<file path="config.mk">
export PLATFORM = sky130hd
export DESIGN_NAME = gpr_wb
export DESIGN_NICKNAME = d
export VERILOG_FILES = /design/src/rtl/gpr_pkg.sv /design/src/rtl/gpr_wb_fifo.sv /design/src/rtl/gpr_wb.sv
export SDC_FILE = /design/constraint.sdc
export NUM_CORES = 1
export LEC_CHECK = 0
export ABC_AREA = 0
export CORE_ASPECT_RATIO = 1.5
export CORE_MARGIN = 2
export CORE_UTILIZATION = 35
export DETAILED_ROUTE_END_ITERATION = 8
export PLACE_DENSITY = 0.72
export SLEW_MARGIN = 20
export SYNTH_ARGS = -nofsm -noshare
export SYNTH_HDL_FRONTEND = slang
export SYNTH_SLANG_ARGS = --single-unit
export TNS_END_PERCENT = 5
</file>
<file path="constraint.sdc">
create_clock -name clk -period 4 [get_ports clk]
set_clock_uncertainty 0.2 [all_clocks]
set_input_delay 0.8 -clock clk [delete_from_list [all_inputs] [get_ports clk]]
set_output_delay 0.8 -clock clk [all_outputs]
set_load 0.02 [all_outputs]
</file>
<file path="src/rtl/gpr_pkg.sv">
// Shared definitions for the GPR writeback sequencer.
//   GPR_AW / XLEN : register address width and data width
//   wb_entry_t    : one queued writeback result {valid, rd, data}
//   src_e         : producer selected by the writeback arbiter
package gpr_pkg;

  localparam int GPR_AW = 5;
  localparam int XLEN   = 32;

  typedef struct packed {
    logic              valid;
    logic [GPR_AW-1:0] rd;
    logic [XLEN-1:0]   data;
  } wb_entry_t;

  typedef enum logic [1:0] {
    SRC_LSU  = 2'd0,
    SRC_CSR  = 2'd1,
    SRC_ALU  = 2'd2,
    SRC_NONE = 2'd3
  } src_e;

endpackage

</file>
<file path="src/rtl/gpr_wb_fifo.sv">
// In-order writeback queue: storage, head/tail pointers and occupancy count.
// Ports:
//   clk, rst_n : clock, asynchronous active-low reset
//   i_push     : write i_entry at tail (caller guarantees space or same-cycle pop)
//   i_entry    : entry to enqueue
//   i_pop      : retire head entry (caller guarantees count > 0)
//   o_count    : registered occupancy, 0..DEPTH
//   o_age      : entries ordered by age, index 0 = head (oldest); valid masked by count
module gpr_wb_fifo
  import gpr_pkg::*;
#(
  parameter  int DEPTH = 2,
  localparam int PTR_W = $clog2(DEPTH)
) (
  input  logic                  clk,
  input  logic                  rst_n,
  input  logic                  i_push,
  input  wb_entry_t             i_entry,
  input  logic                  i_pop,
  output logic [PTR_W:0]        o_count,
  output wb_entry_t [DEPTH-1:0] o_age
);

  wb_entry_t        r_mem [DEPTH];
  logic [PTR_W-1:0] r_head;
  logic [PTR_W-1:0] r_tail;
  logic [PTR_W:0]   r_count;

  always_ff @(posedge clk or negedge rst_n) begin
    if (!rst_n) begin
      r_head  <= '0;
      r_tail  <= '0;
      r_count <= '0;
      for (int unsigned i = 0; i < DEPTH; i++) begin
        r_mem[i] <= '0;
      end
    end else begin
      // Pop is written before push: when full, head == tail and the new
      // entry must win over the retiring one.
      if (i_pop) begin
        r_mem[r_head].valid <= 1'b0;
        r_head              <= r_head + 1'b1;
      end
      if (i_push) begin
        r_mem[r_tail] <= i_entry;
        r_tail        <= r_tail + 1'b1;
      end
      case ({i_push, i_pop})
        2'b10:   r_count <= r_count + 1'b1;
        2'b01:   r_count <= r_count - 1'b1;
        default: r_count <= r_count;
      endcase
    end
  end

  always_comb begin
    logic [PTR_W-1:0] w_idx;
    for (int unsigned k = 0; k < DEPTH; k++) begin
      w_idx          = r_head + PTR_W'(k);
      o_age[k]       = r_mem[w_idx];
      o_age[k].valid = r_mem[w_idx].valid && ((PTR_W+1)'(k) < r_count);
    end
  end

  assign o_count = r_count;

endmodule

</file>
<file path="src/rtl/gpr_wb.sv">
// GPR writeback sequencer. Arbitrates LSU > CSR > ALU results into an
// in-order queue and drains it into the register file write port whenever
// the write slot is available. Queued values are visible to decode through
// two bypass lookups.
// Ports:
//   clk, rst_n                       : clock, asynchronous active-low reset
//   lsu_/csr_/alu_{valid,rd,data}    : producer results; *_ready = accepted this cycle
//   gpr_slot                         : register file write slot available
//   gpr_we / gpr_rd / gpr_di         : register file write port (head of queue)
//   byp_ra / byp_rb                  : bypass query addresses
//   byp_hit_a/b, byp_qa/b            : youngest queued match and its data
//   wb_full / wb_idle                : queue full / empty
module gpr_wb
  import gpr_pkg::*;
#(
  parameter  int DEPTH = 2,
  localparam int PTR_W = $clog2(DEPTH)
) (
  input  logic        clk,
  input  logic        rst_n,
  input  logic        lsu_valid,
  input  logic [4:0]  lsu_rd,
  input  logic [31:0] lsu_data,
  output logic        lsu_ready,
  input  logic        csr_valid,
  input  logic [4:0]  csr_rd,
  input  logic [31:0] csr_rdata,
  output logic        csr_ready,
  input  logic        alu_valid,
  input  logic [4:0]  alu_rd,
  input  logic [31:0] alu_data,
  output logic        alu_ready,
  input  logic        gpr_slot,
  output logic        gpr_we,
  output logic [4:0]  gpr_rd,
  output logic [31:0] gpr_di,
  input  logic [4:0]  byp_ra,
  input  logic [4:0]  byp_rb,
  output logic        byp_hit_a,
  output logic        byp_hit_b,
  output logic [31:0] byp_qa,
  output logic [31:0] byp_qb,
  output logic        wb_full,
  output logic        wb_idle
);

  logic [PTR_W:0]        w_count;
  wb_entry_t [DEPTH-1:0] w_age;
  wb_entry_t             w_entry;
  src_e                  w_src;
  logic                  w_commit;
  logic                  w_accept_ok;
  logic                  w_push;

  assign gpr_we      = (w_count != '0);
  assign gpr_rd      = gpr_we ? w_age[0].rd   : '0;
  assign gpr_di      = gpr_we ? w_age[0].data : '0;
  assign w_commit    = gpr_we && gpr_slot;
  // A full queue still accepts when the head retires on the same edge.
  assign w_accept_ok = (w_count < (PTR_W+1)'(DEPTH)) || w_commit;
  assign wb_full     = (w_count == (PTR_W+1)'(DEPTH));
  assign wb_idle     = (w_count == '0);

  always_comb begin
    w_src = SRC_NONE;
    if (lsu_valid)      w_src = SRC_LSU;
    else if (csr_valid) w_src = SRC_CSR;
    else if (alu_valid) w_src = SRC_ALU;

    lsu_ready = (w_src == SRC_LSU) && w_accept_ok;
    csr_ready = (w_src == SRC_CSR) && w_accept_ok;
    alu_ready = (w_src == SRC_ALU) && w_accept_ok;

    w_entry       = '0;
    w_entry.valid = 1'b1;
    case (w_src)
      SRC_LSU: begin w_entry.rd = lsu_rd; w_entry.data = lsu_data;  end
      SRC_CSR: begin w_entry.rd = csr_rd; w_entry.data = csr_rdata; end
      SRC_ALU: begin w_entry.rd = alu_rd; w_entry.data = alu_data;  end
      default: begin w_entry.rd = '0;     w_entry.data = '0;        end
    endcase

    // Writes to x0 complete the handshake but are discarded here.
    w_push = (w_src != SRC_NONE) && w_accept_ok && (w_entry.rd != '0);
  end

  gpr_wb_fifo #(
    .DEPTH (DEPTH)
  ) u_fifo (
    .clk     (clk),
    .rst_n   (rst_n),
    .i_push  (w_push),
    .i_entry (w_entry),
    .i_pop   (w_commit),
    .o_count (w_count),
    .o_age   (w_age)
  );

  // Scan oldest to youngest so the youngest match overrides older ones.
  always_comb begin
    byp_hit_a = 1'b0;
    byp_hit_b = 1'b0;
    byp_qa    = '0;
    byp_qb    = '0;
    for (int unsigned k = 0; k < DEPTH; k++) begin
      if (w_age[k].valid && (w_age[k].rd == byp_ra) && (byp_ra != '0)) begin
        byp_hit_a = 1'b1;
        byp_qa    = w_age[k].data;
      end
      if (w_age[k].valid && (w_age[k].rd == byp_rb) && (byp_rb != '0)) begin
        byp_hit_b = 1'b1;
        byp_qb    = w_age[k].data;
      end
    end
  end

endmodule
</file>
==> qor.csv, run 1 <==
metric,value,unit
cts_tree,yes,
endpoint_kind,output port,
power.density,708,nW/µm²
critPathTopFamily,simple AND/OR/NAND/NOR gates,
seq_power_share,0.272,
synth_seq_cells,80,
gp_congestion,0.847,
cts.clk_slew.worst_paths,60,ps
hold_viol,0,
post-place-ws,-719,ps
antenna_found_initial,0,
critPathBufInv,4,
fmax,252,MHz
cts.sinks,80,
drc_errors,0,
clk-insertion-delay-late,330,ps
vias,5608,
multi_input_area,3410,µm²
routed_via_density,5.26,
intPower,3.53,mW
crit_cells,9,
ctsHoldBuffers,0,
slowest_stage,or4_4,
ys_seq_area_frac,0.356,
hold_slack,181,ps
nets,990,
arrival,2970,ps
syn_inst,607,
drive_gt1_frac,0.265,
combinationalPowerShare,0.604,
cp_max_fo,18,
postRouteAntennaNets,0,
rsz0062_at_grt,true,
drt_pass1_iterations,4,
synth_warnings,0,
critPathKind,flip-flop to output port,
netlist_area,5630,µm²
p_sw,2.59,mW
fp.dieH,159,µm
synth_simple_gate_area_share,0.133,
area_growth,53.7,%
r2r_cells,10,
io_pins,236,
gr-total-overflow,0,
drtIter0Drc,252,
rows,56,
finalCritPeriodShare,0.992,
worst_slack,32.1,ps
core_area,15700,µm²
port_buffers,235,
synth-compound-area-share,0.191,
leakagePower,3.91,nW
track_usage,0.226,
n_fill_cell,1477,
status,finished clean,
power,6.12,mW
tightest_slew,534,ps
worstPathRequired,3000,ps
post-route-util,0.551,
synth_top_family_by_area,multiplexers,
yosys-mux-area-fraction,0.221,
hp-class,primary input to async pin,
die_area,17100,µm²
htree_levels,3,
critPathLaunch,u_fifo.r_head$_DFFE_PN0P_,
diodes,0,
pwr-share-clk,0.124,
power.share.switching,0.423,
cp_common_cell,buf_6,
r2r_start,u_fifo.o_count[0]$_DFFE_PN0P_,
startpoint_type,flip-flop,
slew_violations,0,
setup_viol,0,
syn_nets,738,
start_util,0.358,
grt_first_pass_wirelength,30100,µm
wl,19900,µm
relSlewSlack,0.640,
worstPathCellList,"buf_6, mux2i_1, or3_4, or4_4, mux2i_4, buf_6, buf_12, a22o_1, buf_2",
drt-wirelength-per-cell,18.7,µm
ys_types,40,
drv_cap,0,
critical_path.max_stage_delay,610,ps
fp.dieW,108,µm
grt_max_degree,81,
synth.avg_cell_area,9.27,µm²
cts_buffers,9,
cts_root_buffer,clkbuf_16,
max-vdd-ir-drop,0.327,mV
place_hpwl,14200,µm
grt_pass1_vias,5562,
synth_adder_area_share,0.00889,
clock_path_buffers,2,
synthXorXnorAreaFrac,0.0374,
seqCellArea,2000,µm²
min_period,3970,ps
## layout make-up
type	instances	share of cell area
inverters	6	0.00260
well taps	203	0.0294
multi-input cells	470	0.395
repair buffers	292	0.310
clock inverters	7	0.00622
clock buffers	9	0.0260
flip-flops and latches	80	0.232
## stage by stage
| step | instance area (µm²) | instances | setup TNS (ps) |
|---|---|---|---|
| final | 8650 | 1067 | 0 |
| after global routing | 8650 | 1067 | -766 |
| after CTS | 8640 | 1064 | -0.0548 |
| after detailed placement | 8410 | 1042 | -36200 |
| after global placement | 8410 | 1042 | -35220 |
| after floorplan | 5630 | 607 | 0 |
## power by group through the flow
stage,sequential [mW],combinational (mW),clock (mW)
6_report,1.66,3.70,0.760
5_1_grt,1.71,3.95,0.814
4_1_cts,1.64,3.68,0.781
3_5_place_dp,1.66,3.61,0
3_3_place_gp,1.65,3.58,0
2_1_floorplan,1.50,2.23,0
## worst register-to-register path, cell delays in order, from the launching register on
cell and delay (ps):
dfrtp_1 390, inv_1 90, ha_2 210, buf_4 300
nand2b_1 230, nand2_1 190, o31a_1 200, and2_0 350
and2_2 230, buf_4 280, mux2_2 380
## layer usage
layer,share of wire,up-vias,global-route usage
met4,0.031,0,0.0822
met3,0.039,31,0.0327
met2,0.55,167,0.435
met5,0,-,0
li1,-,2674,-
met1,0.38,2736,0.244
## worst paths after layout
check / to / slack, ps
worst max-delay path: byp_qa[15] / 30
worst min-delay path: u_fifo.r_mem[62]$_DFFE_PN0P_ / 180
worst max register to register: u_fifo.r_mem[28]$_DFFE_PN0P_ / 860
worst min register to register: u_fifo.r_tail$_DFFE_PN0P_ / 300
max in group asynchronous: u_fifo.r_head$_DFFE_PN0P_ / 2820
min in group clk: u_fifo.r_tail$_DFFE_PN0P_ / 300
## cells by family after synthesis
family | after synthesis
and+or+nand+nor | 176
muxes | 112
DFF | 80
AOI/OAI and AO/OA | 154
buffers and inverters | 57
xor gates and xnor gates | 24
adders and majority gates | 4
## layout by cell type (no fill, tap or decap), types with 2 or more instances in the layout
cell,Yosys,layout
buf_12,0,8
dfrtp_1,80,79
or4_4,1,4
buf_6,8,9
nand2_1,74,73
clkdlybuf4s15_2,0,2
inv_1,6,6
mux2_2,65,64
clkinvlp_4,0,3
clkbuf_16,0,9
xor2_1,8,8
a22o_1,74,74
dlygate4sd2_1,0,9
o21ai_0,35,35
buf_2,8,57
mux2i_1,42,40
nand4_1,2,2
clkdlybuf4s50_1,0,157
buf_4,3,44
nor2_1,74,72
a2bb2oi_1,4,4
inv_6,0,3
ha_1,4,3
mux2i_4,3,4
mux2i_2,1,2
nor2b_1,2,2
xnor2_1,16,16
a21oi_1,37,37
buf_16,0,4
nand3b_1,6,6
nor3_2,0,2
## registers in the layout, summed over array words and instances (netlist names)
signal	cells
u_fifo.o_count	2
u_fifo.r_tail	1
u_fifo.r_head	1
u_fifo.r_mem	76
## what timing repair did
item,in CTS,in global routing
gates resized for setup,277,23
cloned,3,0
endpoints found under the setup margin,64,64
endpoints found under the hold margin,0,0
buffers inserted,4,2
pin swaps,10,5
## cells in the mapped netlist (all sizes together)
cell type  count  area share
mux2i         46       0.089
and3           1      0.0011
o31a           1      0.0016
a21oi         37       0.033
a211oi         1      0.0013
nor2          74       0.049
or3            1      0.0011
clkbuf        28       0.019
nand2         74       0.049
a31oi          1      0.0011
inv            6      0.0040
o21ai         35       0.031
nor4           2      0.0033
xnor2         16       0.025
mux2          66        0.13
and4b          1      0.0018
nand4          2      0.0022
ha             4      0.0089
nand2b         1      0.0011
dfrtp         80        0.36
xor2           8       0.012
nand3          2      0.0018
nor2b          2      0.0022
nor3           3      0.0027
buf           23       0.030
a2bb2oi        4      0.0062
nand3b         6      0.0080
a22o          74        0.12
or4            4      0.0060
o21bai         1      0.0013
and2           3      0.0033
No activity file was read; power rests on OpenSTA's default activity.
==> inputs of run 2 (changes only) <==
--- a/config.mk
+++ b/config.mk
@@ -7,4 +7,5 @@
 export LEC_CHECK = 0
 export ABC_AREA = 0
+export CAP_MARGIN = 0
 export CORE_ASPECT_RATIO = 1.5
 export CORE_MARGIN = 2
==> constraint.sdc (replaced) <==
create_clock -name clk -period 4 [get_ports clk]
set_clock_uncertainty 0.2 [all_clocks]
set_input_delay 0.8 -clock clk [delete_from_list [all_inputs] [get_ports clk]]
set_output_delay 0.8 -clock clk [all_outputs]
set_load 0.1 [all_outputs]
==> run 2 against run 1 <==
  * The run now ends with negative setup slack left
  * First-iteration DRC count fell by 14%
  * Non-clock buffer count shrank 9
  * Combinational power is 64% higher
  * Sequential power up 7%
  * Power rose by 43%
  * Via count grew 0.70%
  * Utilization up 7.4 points
  * Critical path type unchanged
  * Critical endpoint is now byp_qa[13]
  * Largest power group unchanged
  * Highest routed layer unchanged
==> qor.csv, run 2 (synthesis gave the netlist of run 1 again) <==
metric,value,unit
status,"finished, violations left",
violations,negative setup slack,
grt_max_degree,42,
fp.dieW,108,µm
largest_reg_flops,76,
finalCritPeriodShare,1.02,
worstPathCellList,"buf_6, mux2i_1, or3_4, or4_4, mux2i_4, buf_12, clkbuf_16, a22o_1, buf_12",
vias,5647,
hp-class,primary input to async pin,
critPathLaunch,u_fifo.r_head$_DFFE_PN0P_,
postRouteAntennaNets,0,
port_buffers,235,
cts_tree,yes,
drtIter0Drc,217,
track_usage,0.231,
area_growth,74.2,%
final_cell_mix,"clkdlybuf4s50_1 (112), dfrtp_1 (79), buf_12 (78)",
antenna_found_initial,0,
diodes,0,
slew_violations,0,
top_register,u_fifo.r_mem,
arrival,3070,ps
min_period,4070,ps
final_common_cell,clkdlybuf4s50_1,
routed_via_density,5.34,
grt_pass1_vias,5492,
gr-total-overflow,0,
post-place-ws,-191,ps
clock_path_buffers,2,
wl,21100,µm
io_pins,236,
grt_first_pass_wirelength,30600,µm
cp_common_cell,buf_12,
multi_input_area,3740,µm²
rsz0062_at_grt,true,
gp_congestion,0.849,
place_hpwl,15100,µm
n_fill_cell,1275,
worstPathRequired,3000,ps
fmax,245,MHz
hold_slack,116,ps
seqCellArea,2010,µm²
relSlewSlack,0.581,
nets,981,
r2r_start,u_fifo.o_count[1]$_DFFE_PN0P_,
hold_viol,0,
critPathKind,flip-flop to output port,
slowest_stage,or4_4,
cts_buffers,9,
ctsHoldBuffers,0,
setup_tns,-1510,ps
drive_gt1_frac,0.348,
drt_pass1_iterations,4,
cts.clk_slew.worst_paths,60,ps
worst_slack,-74.2,ps
drt-wirelength-per-cell,20.0,µm
fp.dieH,159,µm
drv_cap,0,
max-vdd-ir-drop,0.555,mV
cp_max_fo,7,
htree_levels,3,
clk-insertion-delay-late,330,ps
critical_path.max_stage_delay,610,ps
die_area,17100,µm²
endpoint_kind,output port,
drc_errors,0,
tightest_slew,629,ps
start_util,0.358,
rows,56,
leakagePower,4.38,nW
cts.sinks,80,
power.density,892,nW/µm²
cts_root_buffer,clkbuf_16,
setup_viol,41,
core_area,15700,µm²
startpoint_type,flip-flop,
run 2: final cells by class:
type	count	share of cell area
Inverter	6	0.00230
Clock inverter	5	0.0108
Multi-Input combinational cell	470	0.381
Tap cell	203	0.0259
Sequential cell	80	0.205
Timing Repair Buffer	283	0.352
Clock buffer	10	0.0234
run 2: through the flow:
| step | total power, mW | area (µm²) | cells | util |
|---|---|---|---|---|
| floorplan | 5.91 | 5630 | 607 | - |
| global placement | 7.40 | 8900 | 1031 | 0.567 |
| CTS | 8.45 | 9330 | 1046 | 0.594 |
| finish | 8.74 | 9800 | 1057 | 0.625 |
| global route | 9.07 | 9800 | 1057 | 0.625 |
| detailed placement | 7.44 | 8900 | 1031 | 0.567 |
run 2: path summary, 6_finish.rpt:
path	endpoint	slack (ps)	depth (start not counted)
setup / recovery	byp_qa[13]	-70	9
hold / removal	u_fifo.r_mem[61]$_DFFE_PN0P_	120	1
setup reg to reg	u_fifo.r_mem[15]$_DFFE_PN0P_	660	10
hold reg to reg	u_fifo.o_count[0]$_DFFE_PN0P_	300	1
max in group asynchronous	u_fifo.r_mem[50]$_DFFE_PN0P_	2760	2
min in group clk	u_fifo.o_count[0]$_DFFE_PN0P_	300	1
run 2: report_power, final:
part | internal, mW | total, mW | leakage [nW] | switching, mW
clock network | 0.608 | 0.929 | 0.159 | 0.321
logic | 2.00 | 6.05 | 3.25 | 4.05
registers | 1.22 | 1.77 | 0.978 | 0.554
run 2: what timing repair did:
item	in CTS	in global routing
pin swaps	5	28
setup endpoints to repair	64	64
gates cloned	0	3
hold endpoints to repair	0	0
gates resized for setup	25	47
setup buffers	0	8
run 2: routing by layer:
metal  vias up  routed length, µm  GRT usage
li1       2663                  -          -
met1      2752               7840      0.254
met2       187              11600      0.431
met3        45                980     0.0385
met4         0                665     0.0868
met5         -                  0          0
run 2: critical path: cells and delay by family (launching register included):
| kind | cells | cell delay [ps] |
|---|---|---|
| AOI/OAI and AO/OA | 1 | 230 |
| and+or+nand+nor | 2 | 990 |
| DFF | 1 | 500 |
| buffers and inverters | 4 | 650 |
| muxes | 2 | 370 |
==> inputs of run 3 (changes only) <==
- RECOVER_POWER: default -> 50
==> run 3 against run 2 <==
  * The flow finishes with violations (max-capacitance violations, max-slew violations, negative setup slack)
  * Sequential cell count stayed put
  * Count of clock-buffer cells in the layout stayed put
  * Cell count stayed put
==> qor.csv, run 3 (synthesis gave the netlist of run 1 again) <==
metric,value,unit
place_hpwl,15100,µm
power.share.switching,0.571,
port_buffers,235,
intPower,3.70,mW
fmax,246,MHz
tightest_slew,1920,ps
grt_first_pass_wirelength,30600,µm
status,"finished, violations left",
start_util,0.358,
drt_pass1_iterations,5,
p_sw,4.92,mW
n_fill_cell,1295,
seq_power_share,0.205,
diodes,0,
drtIter0Drc,223,
combinationalPowerShare,0.687,
htree_levels,3,
rows,56,
leakagePower,4.29,nW
hold_viol,0,
slowest_stage,or4_4,
dp.cells,1031,
grt_max_degree,42,
multi_input_area,3740,µm²
track_usage,0.231,
startpoint_type,flip-flop,
clk-insertion-delay-late,330,ps
cts_buffers,9,
cp_common_cell,buf_12,
nets,981,
endpoint_kind,output port,
critPathKind,flip-flop to output port,
area_growth,72.7,%
critical_path.max_stage_delay,610,ps
cts_root_buffer,clkbuf_16,
setup_tns,-1430,ps
vias,5627,
cts_tree,yes,
max-vdd-ir-drop,0.555,mV
final-instance-count-excl-fill,1057,
io_pins,236,
gp_congestion,0.849,
gr-total-overflow,0,
drive_gt1_frac,0.321,
final_common_cell,clkdlybuf4s50_1,
cts.sinks,80,
antenna_found_initial,0,
power.density,887,nW/µm²
worstPathCellList,"buf_6, mux2i_1, or3_4, or4_4, mux2i_4, buf_12, clkbuf_16, a22o_1, buf_12",
slew_violations,67,
cts.clk_slew.worst_paths,60,ps
drt-wirelength-per-cell,19.9,µm
core_area,15700,µm²
violations,"max-capacitance violations, max-slew violations, negative setup slack",
rsz0062_at_grt,true,
clock_path_buffers,2,
grt_pass1_vias,5492,
cp_max_fo,7,
relSlewSlack,-0.281,
top_register,u_fifo.r_mem,
holdPathStages,1,
wl,21000,µm
drv_cap,2,
postRouteAntennaNets,0,
ctsHoldBuffers,0,
r2r_cells,10,
die_area,17100,µm²
fp.dieH,159,µm
post-route-util,0.619,
hold_slack,301,ps
finalCritPeriodShare,1.02,
worstPathRequired,3000,ps
arrival,3070,ps
setup_viol,41,
drc_errors,0,
routed_via_density,5.32,
fp.dieW,108,µm
final_cell_mix,"clkdlybuf4s50_1 (112), dfrtp_1 (79), buf_12 (78)",
worst_slack,-71.8,ps
largest_reg_flops,76,
min_period,4070,ps
seqCellArea,2010,µm²
hp-class,flip-flop to flip-flop,
pwr-share-clk,0.108,
run 3: cell types whose count changed in the layout (fill, tap and decap cells not counted), sizes merged:
cell    change
buf        -23
clkbuf     +23
run 3: layout make-up:
type                       instances  area share
clock inverter                     5      0.0109
inverter                           6     0.00232
sequential                        80       0.206
multi-input combinational        470       0.384
tap                              203      0.0261
clock buffer                      10      0.0236
timing repair buffer             283       0.346
run 3: per-stage QoR:
step	instance area (µm²)	power, mW	setup slack [ps]
after floorplan	5630	5.91	-69.5
after global placement	8900	7.40	-154
after detailed placement	8900	7.44	-191
after CTS	9330	8.45	-25.6
after global routing	9720	8.95	-130
final	9720	8.62	-71.8
run 3: per-layer routing:
metal  routed length, µm  up-vias  global-route usage
met5                   0        -                   0
met4                 669        0              0.0868
met3                 907       45              0.0385
met2               11600      161               0.431
met1                7870     2756               0.254
li1                    -     2665                   -
run 3: power groups by stage:
stage          logic, mW  clock network, mW  registers (mW)
4_1_cts             5.79              0.943            1.72
2_1_floorplan       4.41                  0            1.50
6_report            5.92              0.929            1.77
3_5_place_dp        5.74                  0            1.70
5_1_grt             6.15              0.982            1.81
3_3_place_gp        5.69                  0            1.71
run 3: path summary, 6_finish.rpt:
kind / slack [ps] / start / end
worst max-delay path: -70 / u_fifo.r_head$_DFFE_PN0P_ / byp_qa[13]
worst min-delay path: 300 / u_fifo.r_tail$_DFFE_PN0P_ / u_fifo.r_tail$_DFFE_PN0P_
worst max register to register: 670 / u_fifo.o_count[1]$_DFFE_PN0P_ / u_fifo.r_mem[15]$_DFFE_PN0P_
worst min register to register: 300 / u_fifo.r_tail$_DFFE_PN0P_ / u_fifo.r_tail$_DFFE_PN0P_
max in group asynchronous: 950 / rst_n / u_fifo.r_mem[48]$_DFFE_PN0P_
min in group asynchronous: 360 / rst_n / u_fifo.r_mem[61]$_DFFE_PN0P_
run 3: what timing repair did:
action,4_1_cts,5_1_grt
gates cloned,0,3
setup endpoints to repair,64,64
pin swaps,5,28
setup buffers,0,8
gates resized for setup,25,47
run 3: critical path, delay by kind of cell, from the launching register on:
kind | cells | cell delay, ps
compound gates | 1 | 230
buf+inv | 4 | 650
flops | 1 | 500
mux | 2 | 360
simple gates | 2 | 990
